==> config.mk <==
export PLATFORM = sky130hd
export DESIGN_NAME = red_seq_flat
export DESIGN_NICKNAME = d
export VERILOG_FILES = /design/src/rtl/red_seq_if.sv /design/src/rtl/red_seq.sv /design/src/flat_wrapper.sv
export SDC_FILE = /design/constraint.sdc
export NUM_CORES = 1
export LEC_CHECK = 0
export ABC_AREA = 1
export BUFFER_PORTS_ARGS = -buffer_cell sky130_fd_sc_hd__buf_2
export CAP_MARGIN = 5
export CORE_ASPECT_RATIO = 1.25
export CORE_MARGIN = 1
export CORE_UTILIZATION = 25
export CTS_CLUSTER_SIZE = 14
export DETAILED_ROUTE_END_ITERATION = 12
export HOLD_SLACK_MARGIN = 0.08
export PLACE_DENSITY = 0.46
export SETUP_SLACK_MARGIN = 0.05
export SYNTH_ARGS = -nofsm -noshare
export SYNTH_HDL_FRONTEND = slang
export SYNTH_SLANG_ARGS = --single-unit
==> constraint.sdc <==
create_clock -name clk -period 6.8 [get_ports clk]
set_input_delay 1.02 -clock clk [delete_from_list [all_inputs] [get_ports clk]]
set_output_delay 1.02 -clock clk [all_outputs]
set_load 0.05 [all_outputs]
==> src/rtl/red_seq_if.sv <==
// Start/busy/done handshake and operand/result bus for the sequential RED unit.
// The master side issues operations and the slave side is the red_seq datapath.
interface red_seq_if;
  logic        start;
  logic        abort;
  logic [15:0] a_in;
  logic [15:0] b_in;
  logic        busy;
  logic        done;
  logic [15:0] out;

  modport master (
    output start,
    output abort,
    output a_in,
    output b_in,
    input  busy,
    input  done,
    input  out
  );

  modport slave (
    input  start,
    input  abort,
    input  a_in,
    input  b_in,
    output busy,
    output done,
    output out
  );
endinterface

==> src/rtl/red_seq.sv <==
// Multi-cycle RED unit: sums the four signed bytes of A and B into a sign-extended
// 12-bit result by sequencing seven nibble additions through one shared 4-bit adder.
module red_seq #(
  parameter bit CLR_ON_START = 1'b0
) (
  input logic       clk,
  input logic       rst,
  red_seq_if.slave  bus
);

  typedef enum logic [3:0] {
    StIdle,
    StLo0,
    StLo1,
    StHi0,
    StHi1,
    StF0,
    StF1,
    StF2,
    StDone
  } state_e;

  state_e      state_q, state_d;
  logic        accept;

  logic [15:0] a_q, b_q;
  logic [11:0] lo12, hi12, acc;
  logic        c_q;
  logic [15:0] out_q;

  logic [3:0]  add_a, add_b, add_sum;
  logic        add_cin, add_cout, add_ovfl;
  logic [3:0]  ext_nib;

  // Next state; abort beats everything except rst and also blocks a same-cycle start.
  always_comb begin
    state_d = state_q;
    accept  = 1'b0;
    case (state_q)
      StIdle: begin
        if (bus.start) begin
          state_d = StLo0;
          accept  = 1'b1;
        end
      end
      StLo0:  state_d = StLo1;
      StLo1:  state_d = StHi0;
      StHi0:  state_d = StHi1;
      StHi1:  state_d = StF0;
      StF0:   state_d = StF1;
      StF1:   state_d = StF2;
      StF2:   state_d = StDone;
      StDone: begin
        if (bus.start) begin
          state_d = StLo0;
          accept  = 1'b1;
        end else begin
          state_d = StIdle;
        end
      end
      default: state_d = StIdle;
    endcase
    if (bus.abort) begin
      state_d = StIdle;
      accept  = 1'b0;
    end
  end

  // Shared adder operand mux; the low nibble of each 8/12-bit add starts with cin = 0.
  always_comb begin
    add_a   = 4'h0;
    add_b   = 4'h0;
    add_cin = 1'b0;
    case (state_q)
      StLo0: begin
        add_a = a_q[3:0];
        add_b = b_q[3:0];
      end
      StLo1: begin
        add_a   = a_q[7:4];
        add_b   = b_q[7:4];
        add_cin = c_q;
      end
      StHi0: begin
        add_a = a_q[11:8];
        add_b = b_q[11:8];
      end
      StHi1: begin
        add_a   = a_q[15:12];
        add_b   = b_q[15:12];
        add_cin = c_q;
      end
      StF0: begin
        add_a = lo12[3:0];
        add_b = hi12[3:0];
      end
      StF1: begin
        add_a   = lo12[7:4];
        add_b   = hi12[7:4];
        add_cin = c_q;
      end
      StF2: begin
        add_a   = lo12[11:8];
        add_b   = hi12[11:8];
        add_cin = c_q;
      end
      default: ;
    endcase
  end

  adder_4bit u_adder (
    .a    (add_a),
    .b    (add_b),
    .cin  (add_cin),
    .sum  (add_sum),
    .cout (add_cout),
    .ovfl (add_ovfl)
  );

  // On signed byte overflow the true sign is the carry out, otherwise the sum MSB.
  assign ext_nib = add_ovfl ? {4{add_cout}} : {4{add_sum[3]}};

  always_ff @(posedge clk) begin
    if (rst) begin
      state_q <= StIdle;
      a_q     <= '0;
      b_q     <= '0;
      lo12    <= '0;
      hi12    <= '0;
      acc     <= '0;
      c_q     <= 1'b0;
      out_q   <= '0;
    end else begin
      state_q <= state_d;
      if (accept) begin
        a_q <= bus.a_in;
        b_q <= bus.b_in;
        c_q <= 1'b0;
        if (CLR_ON_START) begin
          out_q <= '0;
        end
      end else if (!bus.abort) begin
        c_q <= add_cout;
        case (state_q)
          StLo0: lo12[3:0]  <= add_sum;
          StLo1: lo12[11:4] <= {ext_nib, add_sum};
          StHi0: hi12[3:0]  <= add_sum;
          StHi1: hi12[11:4] <= {ext_nib, add_sum};
          StF0:  acc[3:0]   <= add_sum;
          StF1:  acc[7:4]   <= add_sum;
          StF2: begin
            acc[11:8] <= add_sum;
            out_q     <= {{4{add_sum[3]}}, add_sum, acc[7:0]};
          end
          default: ;
        endcase
      end
    end
  end

  assign bus.busy = (state_q != StIdle) && (state_q != StDone);
  assign bus.done = (state_q == StDone);
  assign bus.out  = out_q;

endmodule

// Nibble adder with carry out and signed-overflow flag.
module adder_4bit (
  input  logic [3:0] a,
  input  logic [3:0] b,
  input  logic       cin,
  output logic [3:0] sum,
  output logic       cout,
  output logic       ovfl
);
  logic [4:0] full;

  assign full = {1'b0, a} + {1'b0, b} + {4'b0000, cin};
  assign sum  = full[3:0];
  assign cout = full[4];
  assign ovfl = (a[3] == b[3]) && (sum[3] != a[3]);
endmodule

==> src/flat_wrapper.sv <==
// flat-port wrapper written by rule: the top's interface ports become plain ports
module red_seq_flat 
#(
  parameter bit CLR_ON_START = 1'b0
)
  (clk, rst, bus_start, bus_abort, bus_a_in, bus_b_in, bus_busy, bus_done, bus_out);
  red_seq_if bus_i ();
  input logic clk;
  input logic rst;
  input wire logic [$bits(bus_i.start)-1:0] bus_start;
  input wire logic [$bits(bus_i.abort)-1:0] bus_abort;
  input wire logic [$bits(bus_i.a_in)-1:0] bus_a_in;
  input wire logic [$bits(bus_i.b_in)-1:0] bus_b_in;
  output wire logic [$bits(bus_i.busy)-1:0] bus_busy;
  output wire logic [$bits(bus_i.done)-1:0] bus_done;
  output wire logic [$bits(bus_i.out)-1:0] bus_out;
  assign bus_i.start = bus_start;
  assign bus_i.abort = bus_abort;
  assign bus_i.a_in = bus_a_in;
  assign bus_i.b_in = bus_b_in;
  assign bus_busy = bus_i.busy;
  assign bus_done = bus_i.done;
  assign bus_out = bus_i.out;
  red_seq #(.CLR_ON_START(CLR_ON_START)) u_core (.clk(clk), .rst(rst), .bus(bus_i));
endmodule
==> flow_summary.toml <==
[run_status]
outcome = "completed"

[routing]
drc = 0
firstDrtPassIters = 4
dr.first_iter.drc_count = 188
vias_per_cell = 4.43
via_count = 2878
route.final.wire_length_mm = 8.54
routedWlPerCell_microns = 13.2
drtAntennaViolNets = 0

[power_and_ir_drop]
pwr-share-clk_pct = 45.0
powerDensity_mw_per_mm2 = 245
pwr-share-comb_pct = 7.1
irDropWorstVdd_v = 0.0000895
power.switching_uw = 225
total_leakage_power_nw = 1.70
seqPwrFrac_pct = 47.9
p_int_uw = 741
sw_frac_of_total_pct = 23.3

[synthesis]
yosysWarnings = 0
synthCells = 432
async_reset_ff_share_pct = 0
synth_cell_type_count = 32
synth_top_area_share_pct = 45.3
synth_nets = 473
synth_top_cells_by_count = "75 x dfxtp_1, 73 x o21ai_0, 64 x nor2_1, 51 x a21oi_1, 44 x inv_1"
synth_edf_count = 0
yosysSeqAreaShare_pct = 45.3
synthesis.area_sq_mm = 0.00332
synth.avg_cell_area_sq_um = 7.68
yosysTopAreaCell = "dfxtp_1"
yosysMostFrequentCell = "dfxtp_1"
synth_area_leaders = "dfxtp_1 45%, o21ai_0 11%, a21oi_1 7.7%, nor2_1 7.2%, inv_1 5.0%"
ys_seq_elements = 75
synth-main-ff-cell = "dfxtp_1"

[worst_hold_path]
hp-start = "u_core.a_q[14]"
hold_class = "register to register"

[die]
initial_core_util_pct = 25.8
ios = 54
dieArea_sq_mm = 0.0137
fp.dieW_microns = 105
core-area_sq_mm = 0.0128
die_y_microns = 131
rows = 46

[timing]
fin_crit_sh_pct = 41.0
hold_viol = 0
relSlewSlack_pct = 51.5
fin_skew_ns = 0.00477
tightest_slew_ns = 0.727
final.min_clock_period_ns = 2.79
fmax_ghz = 0.359
finalSetupViolCount = 0
final_max_slew_viol_count = 0
tns_ns = 0
rsz0062_at_grt = "false"

[worst_setup_path]
r2r_start = "u_core.state_q[3]"
crit_type = "register to register"
startpoint = "u_core.state_q[3]"
critPathCaptureType = "register"
worstPathRequired_ns = 7.00
path_max_fanout = 9
start_kind = "register"
crit_arrival_ns = 2.99

[final_layout]
fillers = 1396
nets = 519
final-seq-area_sq_mm = 0.00150
design_area_sq_mm = 0.00394
drive_gt1_share_pct = 19.3
diodes = 0
area_growth_pct = 18.8
multi_input_area_sq_mm = 0.00150

[place]
hpwl_mm = 6.13
place_area_sq_mm = 0.00367
gp_congestion = 0.850
io_buffers = 53

[clock_tree]
clock_path_buffers = 2
clk_latency_ns = 0.33
cts_resized = 0
cts_buffers = 9
htreeDepth = 3
cts_root_buf = "clkbuf_16"
cts_tree = "done"
clk_pin_slew_worst_paths_ns = 0.06
clock-sinks = 75
cts_setup_buffers = 0
ctsHoldBuffers = 0

[global_route]
antenna_found_initial = 0
grt_pass1_vias = 2668
grt_pass1_wl_mm = 13.6
grt_max_degree = 70
grtUsageTotal_pct = 12.9
overflow = 0

[job]
maxCapViolations = 0
per-stage QoR:
stage | hold WS, ns | std cells | power [mW] | utilization, % | worst slack (ns)
CTS | 0.463 | 649 | 0.979 | 30.7 | 3.99
finish | 0.457 | 649 | 0.965 | 30.7 | 4.01
detailed placement | 0.455 | 635 | 0.541 | 28.6 | 4.01
global placement | 0.444 | 635 | 0.540 | 28.6 | 4.02
global route | 0.487 | 649 | 1.01 | 30.7 | 3.79
floorplan | 0.425 | 432 | 0.518 | - | 4.14
layout make-up:
class / count / share of cell area, %
Timing Repair Buffer: 54 / 6.92
Clock buffer: 12 / 6.51
Multi-Input combinational cell: 288 / 38.0
Clock inverter: 2 / 0.318
Inverter: 50 / 4.76
Tap cell: 168 / 5.34
Sequential cell: 75 / 38.1
final timing paths:
check                    to  slack [ns]  cells past startpoint
min          u_core.a_q[14]        0.46                      2
min reg2reg  u_core.a_q[14]        0.46                      2
max reg2reg  u_core.lo12[2]        4.01                     11
max          u_core.lo12[2]        4.01                     11
cell usage in the layout, fill, tap and decap left out, drive strengths merged, types with 3 or more instances in the layout:
cell,n
a211oi,3
a21oi,51
buf,54
clkbuf,12
dfxtp,75
ha,3
inv,50
nand2,47
nand3,10
nor2,76
o2111ai,3
o21ai,80
o22ai,4
worst max-delay path: stages (launching register included):
cell	delay, ns
dfxtp_1	0.38
nor2_2	0.27
nand2_2	0.25
o22ai_1	0.22
a21oi_1	0.09
nand4_1	0.12
fa_1	0.23
inv_1	0.06
fa_1	0.37
or2_2	0.31
nand2_1	0.24
a21oi_1	0.11
routing by layer:
layer / track usage, % / routed length [microns] / vias up
met2: 21.5 / 4000 / 60
met5: 0 / 0 / -
met3: 2.73 / 302 / 6
met1: 16.3 / 4130 / 1303
li1: - / - / 1509
met4: 5.47 / 106 / 0
cells by family (layout without fill, tap and decap cells):
logic type | after synthesis | count (layout) | synth area share, %
and+or+nand+nor | 139 | 139 | 20.2
adders and majority gates | 5 | 5 | 2.34
buffers and inverters | 69 | 118 | 9.51
DFF | 75 | 75 | 45.3
AOI/OAI and AO/OA | 144 | 144 | 22.7
flip-flops by register name (all words and copies together), names as in the netlist:
signal and flops:
u_core.a_q 16, u_core.hi12 9, u_core.b_q 16, u_core.c_q 1, u_core.lo12 9, u_core.bus.out 12, u_core.acc 8, u_core.state_q 4
power by group through the flow:
stage               Clock [mW]  Combinational, mW  Sequential (mW)
floorplan                    0             0.0483            0.470
global placement             0             0.0689            0.472
detailed placement           0             0.0695            0.472
CTS                      0.447             0.0701            0.462
global route             0.465             0.0771            0.463
finish                   0.435             0.0685            0.462
Note: power is estimated with default switching activity, not from simulation.
